<file path="src/rtl/encode_ri_golomb_serializer.sv">
// encode_ri_golomb_serializer
// Serialises one JPEG-LS run-interruption Golomb codeword into MSB-aligned
// beats of at most CHUNK_W bits. Each symbol is emitted as:
//   HDR   : '0' followed by the J LSBs of the run count
//   ZEROS : Z unary zeros, CHUNK_W bits per beat at most (skipped if Z=0)
//   TAIL  : '1' followed by the suffix, flagged out_last
// Ports:
//   clk, reset                  single clock, synchronous active-high reset
//   in_valid/in_ready           symbol handshake (ready only while idle)
//   in_merrval/in_k/in_j/in_runcnt  symbol fields, captured on handshake
//   out_valid/out_ready         beat handshake
//   out_bits/out_len            MSB-aligned beat payload and its valid bit count
//   out_last/out_overflow       final beat of symbol / symbol is escape coded
//   err_j                       sticky flag: an out-of-range J was clipped
module encode_ri_golomb_serializer #(
  parameter int LIMIT    = 32,
  parameter int QBPP     = 8,
  parameter int MERR_W   = 9,
  parameter int K_W      = 4,
  parameter int J_W      = 5,
  parameter int RUNCNT_W = 16,
  parameter int CHUNK_W  = 16
) (
  input  logic                      clk,
  input  logic                      reset,
  input  logic                      in_valid,
  output logic                      in_ready,
  input  logic [MERR_W-1:0]         in_merrval,
  input  logic [K_W-1:0]            in_k,
  input  logic [J_W-1:0]            in_j,
  input  logic [RUNCNT_W-1:0]       in_runcnt,
  output logic                      out_valid,
  input  logic                      out_ready,
  output logic [CHUNK_W-1:0]        out_bits,
  output logic [$clog2(CHUNK_W):0]  out_len,
  output logic                      out_last,
  output logic                      out_overflow,
  output logic                      err_j
);

  localparam int LEN_W = $clog2(CHUNK_W) + 1;
  localparam int ZW    = $clog2(LIMIT + 1) + 1;

  typedef enum logic [1:0] {IDLE, HDR, ZEROS, TAIL} state_t;

  state_t               state_q, state_d;
  logic [ZW-1:0]        zrem_q, zrem_d;
  logic [CHUNK_W-1:0]   tail_bits_q, tail_bits_d;
  logic [LEN_W-1:0]     tail_len_q, tail_len_d;
  logic                 out_valid_q, out_valid_d;
  logic [CHUNK_W-1:0]   out_bits_q, out_bits_d;
  logic [LEN_W-1:0]     out_len_q, out_len_d;
  logic                 out_last_q, out_last_d;
  logic                 out_ovf_q, out_ovf_d;
  logic                 err_j_q, err_j_d;

  // Capture-side codeword parameters, derived straight from the inputs
  int                   j_int, thr, z_int, sl;
  logic                 j_bad, esc;
  logic [MERR_W-1:0]    unary_v, merr_m1;
  logic [CHUNK_W-1:0]   one_c, sfx_src, sfx_mask, tail_word, hdr_word;
  logic [ZW-1:0]        zrem_next;
  logic                 hs;

  // Zero-beat length: min(remaining zeros, CHUNK_W)
  function automatic logic [LEN_W-1:0] zlen(input logic [ZW-1:0] z);
    if (int'(z) > CHUNK_W) return LEN_W'(CHUNK_W);
    return LEN_W'(z);
  endfunction

  always_comb begin
    one_c = CHUNK_W'(1);
    j_int = int'(in_j);
    j_bad = (j_int > CHUNK_W - 1);
    if (j_bad) j_int = CHUNK_W - 1;
    unary_v = in_merrval >> in_k;
    merr_m1 = in_merrval - MERR_W'(1);
    // Escape threshold: glimit - QBPP - 1, with glimit = LIMIT - J - 1
    thr = LIMIT - j_int - QBPP - 2;
    esc = (int'(unary_v) >= thr);
    if (esc) begin
      z_int   = (thr < 0) ? 0 : thr;
      sl      = QBPP;
      sfx_src = CHUNK_W'(merr_m1);
    end else begin
      z_int   = int'(unary_v);
      sl      = int'(in_k);
      sfx_src = CHUNK_W'(in_merrval);
    end
    sfx_mask  = (one_c << sl) - one_c;
    // '1' marker sits just above the suffix; the whole field is left-justified
    tail_word = ((sfx_src & sfx_mask) | (one_c << sl)) << (CHUNK_W - 1 - sl);
    // Leading '0' is implicit: J run-count bits start one below the MSB
    hdr_word  = (CHUNK_W'(in_runcnt) & ((one_c << j_int) - one_c)) << (CHUNK_W - 1 - j_int);
  end

  always_comb begin
    state_d     = state_q;
    zrem_d      = zrem_q;
    tail_bits_d = tail_bits_q;
    tail_len_d  = tail_len_q;
    out_valid_d = out_valid_q;
    out_bits_d  = out_bits_q;
    out_len_d   = out_len_q;
    out_last_d  = out_last_q;
    out_ovf_d   = out_ovf_q;
    err_j_d     = err_j_q;
    zrem_next   = zrem_q - ZW'(out_len_q);
    hs          = out_valid_q && out_ready;

    case (state_q)
      IDLE: begin
        if (in_valid) begin
          state_d     = HDR;
          out_valid_d = 1'b1;
          out_bits_d  = hdr_word;
          out_len_d   = LEN_W'(j_int + 1);
          out_last_d  = 1'b0;
          out_ovf_d   = esc;
          zrem_d      = ZW'(z_int);
          tail_bits_d = tail_word;
          tail_len_d  = LEN_W'(sl + 1);
          if (j_bad) err_j_d = 1'b1;
        end
      end
      HDR: begin
        if (hs) begin
          if (zrem_q != '0) begin
            state_d    = ZEROS;
            out_bits_d = '0;
            out_len_d  = zlen(zrem_q);
          end else begin
            state_d    = TAIL;
            out_bits_d = tail_bits_q;
            out_len_d  = tail_len_q;
            out_last_d = 1'b1;
          end
        end
      end
      ZEROS: begin
        if (hs) begin
          zrem_d = zrem_next;
          if (zrem_next == '0) begin
            state_d    = TAIL;
            out_bits_d = tail_bits_q;
            out_len_d  = tail_len_q;
            out_last_d = 1'b1;
          end else begin
            out_len_d  = zlen(zrem_next);
          end
        end
      end
      TAIL: begin
        if (hs) begin
          state_d     = IDLE;
          out_valid_d = 1'b0;
          out_bits_d  = '0;
          out_len_d   = '0;
          out_last_d  = 1'b0;
          out_ovf_d   = 1'b0;
        end
      end
      default: state_d = IDLE;
    endcase
  end

  // Reset wins over any handshake in the same cycle, aborting the symbol
  always_ff @(posedge clk) begin
    if (reset) begin
      state_q     <= IDLE;
      zrem_q      <= '0;
      tail_bits_q <= '0;
      tail_len_q  <= '0;
      out_valid_q <= 1'b0;
      out_bits_q  <= '0;
      out_len_q   <= '0;
      out_last_q  <= 1'b0;
      out_ovf_q   <= 1'b0;
      err_j_q     <= 1'b0;
    end else begin
      state_q     <= state_d;
      zrem_q      <= zrem_d;
      tail_bits_q <= tail_bits_d;
      tail_len_q  <= tail_len_d;
      out_valid_q <= out_valid_d;
      out_bits_q  <= out_bits_d;
      out_len_q   <= out_len_d;
      out_last_q  <= out_last_d;
      out_ovf_q   <= out_ovf_d;
      err_j_q     <= err_j_d;
    end
  end

  assign in_ready     = (state_q == IDLE);
  assign out_valid    = out_valid_q;
  assign out_bits     = out_bits_q;
  assign out_len      = out_len_q;
  assign out_last     = out_last_q;
  assign out_overflow = out_ovf_q;
  assign err_j        = err_j_q;

endmodule
</file>
<file path="config.mk">
export PLATFORM = sky130hd
export DESIGN_NAME = encode_ri_golomb_serializer
export DESIGN_NICKNAME = d
export VERILOG_FILES = /design/src/rtl/encode_ri_golomb_serializer.sv
export SDC_FILE = /design/constraint.sdc
export NUM_CORES = 1
export LEC_CHECK = 0
export CORE_MARGIN = 4
export CORE_UTILIZATION = 35
export DETAILED_ROUTE_END_ITERATION = 16
export PLACE_DENSITY = 0.64
export SLEW_MARGIN = 20
export SYNTH_ARGS = -nofsm -noshare
export SYNTH_HDL_FRONTEND = slang
export SYNTH_SLANG_ARGS = --single-unit
</file>
<file path="constraint.sdc">
create_clock -name clk -period 5.7 [get_ports clk]
set_input_delay 1.14 -clock clk [delete_from_list [all_inputs] [get_ports clk]]
set_output_delay 1.14 -clock clk [all_outputs]
set_load 0.02 [all_outputs]
</file>
==> results by group <==
Run status
  – Status: completed

Detailed routing
  – Vias/cell: ~6.1
  – Routed via count: 6,864
  – Detail Route Antenna Nets: 0
  – Drc violations: 0
  – WL/cell: between 15 and 20 um
  – Overall routed net length: between 20,000 and 25,000 um
  – Starting DRT DRC Count: roughly 750
  – DRT Pass-1 Iters: 6

Global route
  – Largest net degree at the start of global routing: 46
  – Global Route Usage Sum: 20.4%
  – First-pass GRT wire length: around 34,000 um
  – Initial antenna violation count: 0
  – GR Overflow Total: 0
  – Number of global-route vias before repair: 6,252

Setup path
  – Critical path origin: in_k[0]
  – Crit-path slowest cell: mux4_2
  – Cell Chain, Critical Path: clkdlybuf4s50_1 -> mux4_2 -> mux2i_1 -> nor2_1 -> a21oi_1 -> ha_1 -> nand2b_4 -> a2111oi_4 -> o21ai_4 -> a211oi_1 -> nand3_1 -> ha_1 -> nor2_1 -> nor2_1 -> a2111oi_2 -> o31ai_1 -> a41oi_2 -> nand4_1 -> a21oi_1
  – Kind of critical path: input pin to flop
  – Worst Path Required: a little under 6 ns
  – Worst path most repeated cell: nor2_1
  – Crit-path max FO: 4
  – CP arrival: around 5.6 ns
  – Critical path's top delay family: compound AO/OA/AOI/OAI gates
  – Slowest Stage Delay on Critical Path: a little over 0.5 ns
  – Worst reg2reg path startpoint: zrem_q[0]
  – Worst Setup End Kind: flop
  – Startpoint Class: input pin
  – Crit path buffers/inverters: 1

Power
  – Leakage power: 0.00266 uW
  – Maximum vdd drop: between 200 and 250 uV
  – Pwr/cell area: between 300 and 400 mW/mm2

Clock network
  – Clock buffer count from CTS: 5
  – Bufs on Longest Clock Path: 2
  – Hold buffer count at CTS: 0
  – Clock Latency Late Sink: approximately 0.30 ns
  – Post-CTS setup buffers: 0
  – CTS tree: yes
  – H-tree levels: 2
  – CTS sink count: 55
  – Clock transition at path regs: ~0.07 ns
  – Root Buffer: clkbuf_16

STA
  – Final hold viol count: 0
  – Period utilisation layout: between 90 and 100%
  – Min Tclk post-route: 5.37 ns
  – Skew final: between 0.006 and 0.007 ns
  – Final count of negative-setup-slack endpoints: 0
  – Rel. slew slack: between 30% and 40%
  – Worst-margin pin slew: 1.03 ns
  – Final Max Tran Viols: 0
  – Max Fclk: ~190 MHz
  – RSZ-0062 raised after global routing: no
  – Worst setup margin: about 0.33 ns
  – Total Negative Setup Slacks: 0 ns

Synth
  – Synth unique cells: 100
  – Post-synth top area share: between 10% and 20%
  – Mean post-synth cell area: 7.15 um2
  – Synth Flop Type: dfxtp_1
  – Synth async-reset ratio: 0%
  – Sequential area share after synthesis: between 10% and 20%
  – Post-synth EDFFs: 0
  – Syn. warnings: 0
  – FF+latch count, synth: 55
  – Synth area leaders: dfxtp_1, ha_1, nand2_1
  – Syn Std Cell Area: 0.00605 mm2
  – Largest area contributor in the netlist: dfxtp_1
  – Syn Inst Count: roughly 850

Finish
  – Nets: 966
  – Design area: about 0.0071 mm2
  – Syn-to-layout area delta: 17.6%
  – Share of layout cells above drive strength 1: 11.1%
  – N_diodes: 0

Floorplan
  – Initial Util: a little over a third
  – Area of the core: 0.0168 mm2
  – I/O Pins: 64
  – Die area: between 0.015 and 0.02 mm2
  – Row cnt: 47
  – Die Ht: between 100 and 150 um
  – Chip width: between 100 and 150 um

Place
  – Hpwl dp: ~16,000 um
  – Routability Congestion: between 0.9 and 1
  – IO Port Bufs: between 60 and 70
  – DP Worst Slack: ~0.057 ns
  – Placed Instance Area: 0.00697 mm2

Hold path
  – Hold Startpoint: tail_bits_q[15]
  – Hold Path Class: flop to flop

Flow run
  – Max Cap Viol: 0
metrics by stage:
stage	total power [uW]	utilization, %	std cells	hold slack [ns]
4_1_cts	2530	42.4	1119	0.474
5_1_grt	2740	42.4	1119	0.504
6_report	2540	42.4	1119	0.485
2_1_floorplan	1740	-	848	0.436
3_3_place_gp	2220	41.6	1111	0.461
3_5_place_dp	2220	41.6	1111	0.464
cell usage in the layout (no fill, tap or decap), types with 9 or more instances in the layout:
cell              n
nor2_1           87
mux2i_1          15
o21a_1           11
xor2_1            9
o21ai_0          56
nand3_1          32
buf_4            43
o211ai_1         16
ha_1             29
a211oi_1         28
nor3_1           27
a21oi_1          59
nand2_1          91
inv_1            31
a31oi_1          24
clkdlybuf4s50_1  62
dfxtp_1          55
where the power goes:
group	internal, uW	switching [uW]	leakage, uW	total [uW]
logic	622	1030	0.00214	1650
registers	497	91.6	0.000452	589
clock network	163	141	0.0000669	303
tightest hold or removal path: stages (launching register included):
cell,delay [ns]
dfxtp_1,0.33
nand2_1,0.06
a21oi_1,0.05
registers in the layout (all words and copies together), names as in the netlist, 2 cells and up:
name         count
out_bits        16
state_q          2
tail_bits_q     16
tail_len_q       5
out_len          5
zrem_q           7
path summary, 6_finish.rpt:
path                                   endpoint  slack (ns)  cells past startpoint
worst min-delay path            tail_bits_q[15]        0.48                      2
worst min register to register  tail_bits_q[15]        0.48                      2
worst max register to register      out_bits[8]        2.05                     12
worst max-delay path             tail_bits_q[4]        0.33                     19
timing repair:
item,4_1_cts,5_1_grt
endpoints found under the setup margin,0,2
hold endpoints to repair,0,0
gates resized for setup,0,2
cells in the mapped netlist, types with 21 or more instances:
cell type,n
clkbuf_1,28
nor2_1,87
dfxtp_1,55
ha_1,29
a31oi_1,24
o21ai_0,56
nand3_1,32
buf_2,21
a211oi_1,28
nand2_1,91
inv_1,31
a21oi_1,59
nor3_1,27
per-layer routing:
| layer | vias to the layer above | global-route usage [%] | wire length [um] |
|---|---|---|---|
| met5 | - | 0 | 0 |
| met4 | 0 | 5.97 | 510 |
| met3 | 45 | 2.20 | 1500 |
| met2 | 330 | 32.4 | 9310 |
| met1 | 3193 | 29.3 | 9450 |
| li1 | 3296 | - | - |
logic make-up after synthesis:
logic type | Yosys count | share of synthesized area [%]
AO/OA/AOI/OAI | 314 | 37.3
AND/OR/NAND/NOR | 313 | 24.9
buffers and inverters | 98 | 7.32
flip-flops | 55 | 18.2
adder cells (fa/ha/maj) | 30 | 6.33
multiplexers | 20 | 3.78
XOR/XNOR | 14 | 2.03
other | 2 | 0.124
cell type report:
cell class,count,area [um2]
Inverter,35,131
Timing Repair Buffer,106,948
Fill cell,1750,9650
Sequential cell,55,1100
Clock buffer,6,129
Multi-Input combinational cell,695,4520
Tap cell,220,275
Clock inverter,2,12.5
Note: power is estimated with default switching activity, not from simulation.
